[config.mk]
export PLATFORM = sky130hd
export DESIGN_NAME = lcd_byte_writer_flat
export DESIGN_NICKNAME = d
export VERILOG_FILES = /design/src/rtl/lcd_byte_writer_if.sv /design/src/rtl/lcd_byte_writer.sv /design/src/flat_wrapper.sv
export SDC_FILE = /design/constraint.sdc
export NUM_CORES = 1
export LEC_CHECK = 0
export CORE_MARGIN = 3
export CORE_UTILIZATION = 55
export CTS_CLUSTER_DIAMETER = 200
export DETAILED_ROUTE_END_ITERATION = 10
export GPL_ROUTABILITY_DRIVEN = 1
export PLACE_DENSITY = 0.83
export SLEW_MARGIN = 20
export SYNTH_ARGS = -nofsm -noshare
export SYNTH_HDL_FRONTEND = slang
export SYNTH_SLANG_ARGS = --single-unit
[constraint.sdc]
create_clock -name clk -period 4.1 [get_ports clk]
set_input_delay 0.41 -clock clk [delete_from_list [all_inputs] [get_ports clk]]
set_output_delay 0.41 -clock clk [all_outputs]
set_load 0.05 [all_outputs]
[src/rtl/lcd_byte_writer_if.sv]
// Write handshake between the LCD init/refresh sequencer and the byte writer,
// bundled with the character LCD 4-bit bus pins that the writer drives.
interface lcd_byte_writer_if;
    logic       wr_enable;
    logic       rs_in;
    logic [7:0] data_in;
    logic       nibble_only;
    logic       busy;
    logic       wr_finish;
    logic       lcd_e;
    logic       lcd_rs;
    logic       lcd_rw;
    logic [3:0] lcd_db;

    modport master (
        output wr_enable, rs_in, data_in, nibble_only,
        input  busy, wr_finish, lcd_e, lcd_rs, lcd_rw, lcd_db
    );

    modport slave (
        input  wr_enable, rs_in, data_in, nibble_only,
        output busy, wr_finish, lcd_e, lcd_rs, lcd_rw, lcd_db
    );
endinterface

[src/rtl/lcd_byte_writer.sv]
// Character-LCD byte writer: sends a byte as two timed nibbles (or one init nibble).
// Optional macro LCD_LONG_CMD_EN stretches the execution wait for clear/home commands.
module lcd_byte_writer #(
    parameter int T_SETUP = 2,
    parameter int T_PULSE = 12,
    parameter int T_HOLD  = 1,
    parameter int T_GAP   = 50,
    parameter int T_WAIT  = 2000,
    parameter int T_LONG  = 82000,
    parameter int CNT_W   = 17
) (
    input  logic             clk,
    input  logic             rst,
    lcd_byte_writer_if.slave bus
);

    typedef enum logic [3:0] {
        ST_IDLE,
        ST_SETUP_H,
        ST_PULSE_H,
        ST_HOLD_H,
        ST_GAP,
        ST_SETUP_L,
        ST_PULSE_L,
        ST_HOLD_L,
        ST_WAIT,
        ST_DONE
    } state_t;

    // Each timed state leaves when the counter reaches its duration minus one.
    localparam logic [CNT_W-1:0] LIM_SETUP = CNT_W'(T_SETUP - 1);
    localparam logic [CNT_W-1:0] LIM_PULSE = CNT_W'(T_PULSE - 1);
    localparam logic [CNT_W-1:0] LIM_HOLD  = CNT_W'(T_HOLD - 1);
    localparam logic [CNT_W-1:0] LIM_GAP   = CNT_W'(T_GAP - 1);
    localparam logic [CNT_W-1:0] LIM_WAIT  = CNT_W'(T_WAIT - 1);
    localparam logic [CNT_W-1:0] LIM_LONG  = CNT_W'(T_LONG - 1);

    state_t           state_reg, state_next;
    logic [CNT_W-1:0] cnt_reg, cnt_next;
    logic [CNT_W-1:0] limit;
    logic             at_end;

    logic             rs_reg, rs_next;
    logic [7:0]       data_reg, data_next;
    logic             nib_reg, nib_next;
    logic             long_reg, long_next;
    logic             long_cmd;

    logic             lcd_e_reg, lcd_e_next;
    logic             lcd_rs_reg, lcd_rs_next;
    logic [3:0]       lcd_db_reg, lcd_db_next;
    logic             busy_reg, busy_next;
    logic             finish_reg, finish_next;

`ifdef LCD_LONG_CMD_EN
    // Clear (01) and return-home (02/03) need a much longer execution time.
    assign long_cmd = ~bus.rs_in &&
                      ((bus.data_in == 8'h01) || (bus.data_in == 8'h02) || (bus.data_in == 8'h03));
`else
    assign long_cmd = 1'b0;
`endif

    always_comb begin
        limit = '0;
        case (state_reg)
            ST_SETUP_H, ST_SETUP_L: limit = LIM_SETUP;
            ST_PULSE_H, ST_PULSE_L: limit = LIM_PULSE;
            ST_HOLD_H,  ST_HOLD_L:  limit = LIM_HOLD;
            ST_GAP:                 limit = LIM_GAP;
            ST_WAIT:                limit = long_reg ? LIM_LONG : LIM_WAIT;
            default:                limit = '0;
        endcase
    end

    assign at_end = (cnt_reg == limit);

    always_comb begin
        state_next = state_reg;
        cnt_next   = cnt_reg + CNT_W'(1);
        rs_next    = rs_reg;
        data_next  = data_reg;
        nib_next   = nib_reg;
        long_next  = long_reg;

        case (state_reg)
            ST_IDLE: begin
                cnt_next = '0;
                if (bus.wr_enable) begin
                    rs_next    = bus.rs_in;
                    data_next  = bus.data_in;
                    nib_next   = bus.nibble_only;
                    long_next  = long_cmd;
                    state_next = ST_SETUP_H;
                end
            end
            ST_SETUP_H: if (at_end) state_next = ST_PULSE_H;
            ST_PULSE_H: if (at_end) state_next = ST_HOLD_H;
            ST_HOLD_H:  if (at_end) state_next = nib_reg ? ST_WAIT : ST_GAP;
            ST_GAP:     if (at_end) state_next = ST_SETUP_L;
            ST_SETUP_L: if (at_end) state_next = ST_PULSE_L;
            ST_PULSE_L: if (at_end) state_next = ST_HOLD_L;
            ST_HOLD_L:  if (at_end) state_next = ST_WAIT;
            ST_WAIT:    if (at_end) state_next = ST_DONE;
            ST_DONE:    state_next = ST_IDLE;
            default:    state_next = ST_IDLE;
        endcase

        if (state_next != state_reg) begin
            cnt_next = '0;
        end
    end

    // Outputs are decoded from the next state so the registered pins line up with the state.
    always_comb begin
        lcd_e_next  = (state_next == ST_PULSE_H) || (state_next == ST_PULSE_L);
        lcd_rs_next = lcd_rs_reg;
        lcd_db_next = lcd_db_reg;
        case (state_next)
            ST_SETUP_H, ST_PULSE_H, ST_HOLD_H, ST_GAP: begin
                lcd_rs_next = rs_next;
                lcd_db_next = data_next[7:4];
            end
            ST_SETUP_L, ST_PULSE_L, ST_HOLD_L: begin
                lcd_rs_next = rs_next;
                lcd_db_next = data_next[3:0];
            end
            default: begin
                lcd_rs_next = lcd_rs_reg;
                lcd_db_next = lcd_db_reg;
            end
        endcase
        busy_next   = (state_next != ST_IDLE);
        finish_next = (state_next == ST_DONE);
    end

    always_ff @(posedge clk) begin
        if (!rst) begin
            state_reg  <= ST_IDLE;
            cnt_reg    <= '0;
            rs_reg     <= 1'b0;
            data_reg   <= '0;
            nib_reg    <= 1'b0;
            long_reg   <= 1'b0;
            lcd_e_reg  <= 1'b0;
            lcd_rs_reg <= 1'b0;
            lcd_db_reg <= '0;
            busy_reg   <= 1'b0;
            finish_reg <= 1'b0;
        end else begin
            state_reg  <= state_next;
            cnt_reg    <= cnt_next;
            rs_reg     <= rs_next;
            data_reg   <= data_next;
            nib_reg    <= nib_next;
            long_reg   <= long_next;
            lcd_e_reg  <= lcd_e_next;
            lcd_rs_reg <= lcd_rs_next;
            lcd_db_reg <= lcd_db_next;
            busy_reg   <= busy_next;
            finish_reg <= finish_next;
        end
    end

    assign bus.lcd_e     = lcd_e_reg;
    assign bus.lcd_rs    = lcd_rs_reg;
    assign bus.lcd_rw    = 1'b0;
    assign bus.lcd_db    = lcd_db_reg;
    assign bus.busy      = busy_reg;
    assign bus.wr_finish = finish_reg;

endmodule

[src/flat_wrapper.sv]
// flat-port wrapper written by rule: the top's interface ports become plain ports
module lcd_byte_writer_flat 
#(
    parameter int T_SETUP = 2,
    parameter int T_PULSE = 12,
    parameter int T_HOLD  = 1,
    parameter int T_GAP   = 50,
    parameter int T_WAIT  = 2000,
    parameter int T_LONG  = 82000,
    parameter int CNT_W   = 17
)
  (clk, rst, bus_wr_enable, bus_rs_in, bus_data_in, bus_nibble_only, bus_busy, bus_wr_finish, bus_lcd_e, bus_lcd_rs, bus_lcd_rw, bus_lcd_db);
  lcd_byte_writer_if bus_i ();
  input  logic clk;
  input  logic rst;
  input wire logic [$bits(bus_i.wr_enable)-1:0] bus_wr_enable;
  input wire logic [$bits(bus_i.rs_in)-1:0] bus_rs_in;
  input wire logic [$bits(bus_i.data_in)-1:0] bus_data_in;
  input wire logic [$bits(bus_i.nibble_only)-1:0] bus_nibble_only;
  output wire logic [$bits(bus_i.busy)-1:0] bus_busy;
  output wire logic [$bits(bus_i.wr_finish)-1:0] bus_wr_finish;
  output wire logic [$bits(bus_i.lcd_e)-1:0] bus_lcd_e;
  output wire logic [$bits(bus_i.lcd_rs)-1:0] bus_lcd_rs;
  output wire logic [$bits(bus_i.lcd_rw)-1:0] bus_lcd_rw;
  output wire logic [$bits(bus_i.lcd_db)-1:0] bus_lcd_db;
  assign bus_i.wr_enable = bus_wr_enable;
  assign bus_i.rs_in = bus_rs_in;
  assign bus_i.data_in = bus_data_in;
  assign bus_i.nibble_only = bus_nibble_only;
  assign bus_busy = bus_i.busy;
  assign bus_wr_finish = bus_i.wr_finish;
  assign bus_lcd_e = bus_i.lcd_e;
  assign bus_lcd_rs = bus_i.lcd_rs;
  assign bus_lcd_rw = bus_i.lcd_rw;
  assign bus_lcd_db = bus_i.lcd_db;
  lcd_byte_writer #(.T_SETUP(T_SETUP), .T_PULSE(T_PULSE), .T_HOLD(T_HOLD), .T_GAP(T_GAP), .T_WAIT(T_WAIT), .T_LONG(T_LONG), .CNT_W(CNT_W)) u_core (.clk(clk), .rst(rst), .bus(bus_i));
endmodule
==> results of run 1 <==
-- path summary, 6_finish.rpt --
check                                                         end                            from  slack, ns
worst max-delay path            u_core.bus.lcd_db[3]$_SDFFE_PN0P_  u_core.state_reg[3]$_SDFF_PN0_       1.40
worst min-delay path               u_core.bus.lcd_rs$_SDFFE_PN0P_  u_core.bus.lcd_rs$_SDFFE_PN0P_       0.48
worst max register to register  u_core.bus.lcd_db[3]$_SDFFE_PN0P_  u_core.state_reg[3]$_SDFF_PN0_       1.40
worst min register to register     u_core.bus.lcd_rs$_SDFFE_PN0P_  u_core.bus.lcd_rs$_SDFFE_PN0P_       0.48
-- cells in the final DEF, fill, tap and decap left out, types with 2 or more instances in the layout --
cell and n:
nand3_2 2, mux2i_1 6, nand2b_1 2, nor3b_1 2, xor2_1 13, clkbuf_4 5
nor2_1 33, nand2_1 9, o31ai_1 2, and2_1 10, o41ai_1 3, mux2_2 7
inv_1 3, clkdlybuf4s50_1 20, nor3_1 8, or4_1 2, xnor2_1 4, and3_2 2
nor2b_1 2, nor4_1 2, a21oi_1 8, nand4_1 4, dfxtp_1 39, and4_1 2
nand3_1 12
-- kinds of logic (layout without fill, tap and decap cells) --
family	count (synthesis)	count (layout)	synth area share (%)
and+or+nand+nor	100	100	28.8
DFF	39	39	40.6
AOI/OAI and AO/OA	29	29	12.0
xor gates and xnor gates	17	17	7.75
muxes	13	13	7.23
buffers and inverters	13	33	2.80
adders and majority gates	1	1	0.651
other	1	1	0.195
-- area by class of cell --
class,count,area [sq um],share of cell area (%)
Clock buffer,5,37.5,1.69
Clock inverter,3,43.8,1.97
Inverter,4,15.0,0.674
Multi-Input combinational cell,161,1090,48.8
Sequential cell,39,781,35.1
Tap cell,44,55.1,2.47
Timing Repair Buffer,21,208,9.33
-- tightest hold or removal path: cells and delay by family, from the launching register on --
kind             cells  cell delay [ns]
flip-flops           1             0.33
AO/OA/AOI/OAI        1             0.05
AND/OR/NAND/NOR      1             0.06
-- where the power goes --
| group | internal [mW] | switching [mW] | total (mW) | leakage [nW] |
|---|---|---|---|---|
| Combinational | 0.192 | 0.299 | 0.491 | 0.439 |
| Sequential | 0.429 | 0.0552 | 0.484 | 0.317 |
| Clock | 0.128 | 0.130 | 0.259 | 0.0452 |
-- per-layer routing --
metal / up-vias / global-route usage, %
li1: 792 / -
met1: 724 / 25.3
met2: 41 / 31.8
met3: 2 / 5.47
met4: 0 / 3.89
met5: - / 0
==> metrics.txt, run 1 <==
DRC 0; Synth Flop Type dfxtp_1; fillers 289; CTS Buffer Depth 2; ranking of synthesized cells by area dfxtp_1 41%, nor2_1 6.4%, xor2_1 5.9%; Crit. End Element register; first-pass GRT wire length 6500 um; cts repair resizes 0; Crit path depth 7; worst-path maximum fanout 15; grt total ovfl 0; fmax 371 MHz; max FFs per register 17; WHS Path Cells 2; area leader, netlist dfxtp_1; Fin Clk Skew 0.0134 ns; Slew HR 58.8%; Pleak 0.802 nW; Startpoint Class register; Crit-path slowest cell dfxtp_1; Post-synth EDFFs 0; Site Rows 20; PwrDens roughly 550 nW/um^2; CTS Root Cell clkbuf_4; Die ar. about 4200 sq um; DP Cell Count 269; Max Slew Vio Count 0; RSZ-0062 raised after global routing false; DR WL met3 around 210 um; initial core utilization 60.0%; # clock sinks 39; Die X 65.1 um; most common library cells after synthesis 39 x dfxtp_1, 33 x nor2_1, 13 x xor2_1; gr usage total about a fifth; Via density 5.63; diodes inserted 0; non-filler cells, final 277; syn_nets 227; area grow syn2layout 15.9%; reg2reg path depth 7; Yosys warning count 0; FF+latch count, synth 39; Routed WL 3730 um; hold buffer count at cts 0; Setup CP Type register to register; Setup Viol. Count Final 0; Final min period around 2.7 ns; Final Util 69.5%; share of the synthesized area in the top cell type between 40 and 50%; gp weighted congestion 0.815; Slew @ Worst Pin 0.617 ns; pre-CTS setup slack ~1.5 ns; Final period util 65.8%; Core Region 3200 sq um; CP peak stage delay 0.62 ns; Mapped Cells 213; DRT iter0 DRCs 109; port bufs 20; die height 65.1 um; post-route ant nets 0; asr flop ratio synth 0%; Design Area, Final 2230 sq um; post-synth cell types between 50 and 60; Mean Syn Cell Area roughly 9.0 sq um; Hold Path Class register to register; cell with the most instances after synthesis dfxtp_1; Clk Latency, worst-skew pair 0.35 ns; Num CTS Buffers 5; hold_ws 0.475 ns; vias in the first global route 1425; overall power between 1 and 1.5 mW; setup TNS 0 ns; Max Cap Violations 0; fraction of layout cells with a size suffix above 1 12.9%; synthesized cell area a little under 2000 sq um; crit-path leading delay family compound AO/OA/AOI/OAI gates; postcts setup bufs 0; setup slack after layout between 1 and 1.5 ns; pin count of the biggest net entering global routing 18; via count 1559; Crit path buffers/inverters 0; routed wl met2 1680 um; Highest Signal Layer met4; M1 WL 1820 um; status finished, final reports clean; initial antenna violation count 0; detailed placement HPWL 2680 um; placed standard-cell area 2150 sq um; Ports 22; final hold viol count 0; Worst EP arrival 2.99 ns; Final nets 246; WP data required 4.39 ns; first drt pass iteration count 4; Peak VDD IR 0.253 mV; CTS tree built; H-tree depth 2; Worst-path clk slew 0.13 ns; worst-path cell chain nor4b_2 > nand3_1 > a22o_1 > o31ai_2 > nand3_2 > a311o_1 > o21ai_2; Seq/Total Area, Yosys between 40% and 50%; DR WL/cell 13.5 um
Note: power is estimated with default switching activity, not from simulation.
==> run 2: changes to the inputs <==
--- a/config.mk
+++ b/config.mk
@@ -6,11 +6,11 @@
 export NUM_CORES = 1
 export LEC_CHECK = 0
 export CORE_MARGIN = 3
-export CORE_UTILIZATION = 55
+export CORE_UTILIZATION = 50
 export CTS_CLUSTER_DIAMETER = 200
 export DETAILED_ROUTE_END_ITERATION = 10
 export GPL_ROUTABILITY_DRIVEN = 1
-export PLACE_DENSITY = 0.83
+export PLACE_DENSITY = 0.8
 export SLEW_MARGIN = 20
 export SYNTH_ARGS = -nofsm -noshare
 export SYNTH_HDL_FRONTEND = slang
==> constraint.sdc (replaced) <==
create_clock -name clk -period 2.39 [get_ports clk]
set_input_delay 0.239 -clock clk [delete_from_list [all_inputs] [get_ports clk]]
set_output_delay 0.239 -clock clk [all_outputs]
set_load 0.05 [all_outputs]
==> run 2 against run 1 <==
Effect of this change: the run now ends with setup timing left; clock skew fell by 0.0040 ns; non-clock buffer count rose by 15; wire length rose by 6.5%; largest cell class unchanged.
==> metrics.txt, run 2 (synthesis results as in run 1) <==
post-route ant nets 0; diodes inserted 0; Slew HR 57.7%; Worst-path clk slew 0.08 ns; Crit. End Element register; sw power 895 uW; first drt pass iteration count 4; Worst R2R Setup Slack -0.1 ns; Clk network pwr share 25.7%; pre-CTS setup slack -0.0577 ns; setup slack after layout -0.0980 ns; hold_ws about 0.48 ns; initial core utilization 54.6%; Internal Power 1.60 mW; Num CTS Buffers 5; non-filler cells, final 295; Routed WL 3970 um; final hold viol count 0; Max Slew Vio Count 0; Ports 22; DP Cell Count 286; leading cell types in the layout, fill and taps excluded 39 x dfxtp_1, 33 x nor2_1, 20 x clkdlybuf4s50_1; via count 1600; postcts setup bufs 0; WP data required between 2 and 3 ns; gr usage total 18.3%; Fin Clk Skew 0.00943 ns; worst-path maximum fanout 3; DRC 0; Clk Latency, worst-skew pair 0.29 ns; Site Rows 21; Final period util 104%; vias in the first global route 1411; Die X 68.0 um; placed standard-cell area 2270 sq um; FF+latch area around 800 sq um; leading cell type in the layout, fill and taps excluded dfxtp_1; Hold Path Class register to register; Startpoint Class register; DR WL/cell ~13 um; CTS tree built; DRT iter0 DRCs 159; gp weighted congestion 0.774; pin count of the biggest net entering global routing 18; Gate power share approximately 43%; fraction of layout cells with a size suffix above 1 19.3%; CTS Buffer Depth 2; Slew @ Worst Pin 0.630 ns; overall power 2.50 mW; detailed placement HPWL between 2000 and 3000 um; Peak VDD IR 0.483 mV; H-tree depth 2; area of the multi-input gates about 1100 sq um; violated checks setup timing; status finished with violations; fmax about 400 MHz; Die ar. 4620 sq um; Final nets roughly 260; Via density roughly 5.4; CTS Root Cell clkbuf_8; setup TNS -0.265 ns; die height 68.0 um; grt total ovfl 0; Pleak 0.920 nW; Final Util 69.8%; Max Cap Violations 0; RSZ-0062 raised after global routing true; port bufs 20; Worst EP arrival roughly 2.7 ns; # clock sinks 39; initial antenna violation count 0; Setup Viol. Count Final 7; Core Region around 3500 sq um; Final min period 2.49 ns; Flop pwr share 31.5%; switch share 35.8%; max FFs per register 17; Setup CP Type register to register; first-pass GRT wire length 6370 um; fillers about 280; area grow syn2layout 27.8%; PwrDens about 1000 nW/um^2; Design Area, Final 2460 sq um
-- run 2: changes by cell type in the layout (fill, tap and decap cells not counted), sizes merged --
cell,delta
o31ai,+1
clkinv,-2
clkbuf,+1
buf,+15
bufinv,+1
-- run 2: critical path: stages (launching register included) --
cell and delay [ns]:
dfxtp_1 0.31, or4_1 0.51, or4_4 0.46, a22o_4 0.26
o31ai_4 0.21, and3_4 0.24, nor3_1 0.06, o41ai_1 0.34
-- run 2: timing repair --
item,4_1_cts,5_1_grt
pin swaps,7,1
hold buffers,0,0
setup endpoints to repair,5,8
cloned,0,1
resized for setup,5,1
-- run 2: area by class of cell --
cell class                 instances  share of cell area [%]
multi-input combinational        162                    46.3
sequential                        39                    31.8
timing repair buffer              36                    13.6
clock buffer                       6                    2.95
clock inverter                     2                    2.45
tap                               46                    2.34
inverter                           4                   0.611
-- run 2: per-layer routing --
metal	global-route usage [%]	up-vias	routed length, um	share of wire (%)
li1	-	824	-	-
met1	21.5	739	1820	46
met2	31.3	32	1930	48
met3	4.60	5	171	4.3
met4	7.69	0	55	1.4
met5	0	-	0	0
-- run 2: power by group through the flow --
stage	registers, mW	clock network [mW]	logic, mW
floorplan	0.906	0	0.578
detailed placement	0.801	0	1.00
CTS	0.787	0.647	1.04
finish	0.787	0.643	1.07
global placement	0.798	0	0.991
global route	0.795	0.682	1.16
-- run 2: path summary, 6_finish.rpt --
kind                                startpoint                                end  cells past startpoint
min          u_core.bus.lcd_db[0]$_SDFFE_PN0P_  u_core.bus.lcd_db[0]$_SDFFE_PN0P_                      2
max reg2reg       u_core.cnt_reg[9]$_SDFF_PP0_  u_core.bus.lcd_db[2]$_SDFFE_PN0P_                      7
min reg2reg  u_core.bus.lcd_db[0]$_SDFFE_PN0P_  u_core.bus.lcd_db[0]$_SDFFE_PN0P_                      2
max               u_core.cnt_reg[9]$_SDFF_PP0_  u_core.bus.lcd_db[2]$_SDFFE_PN0P_                      7
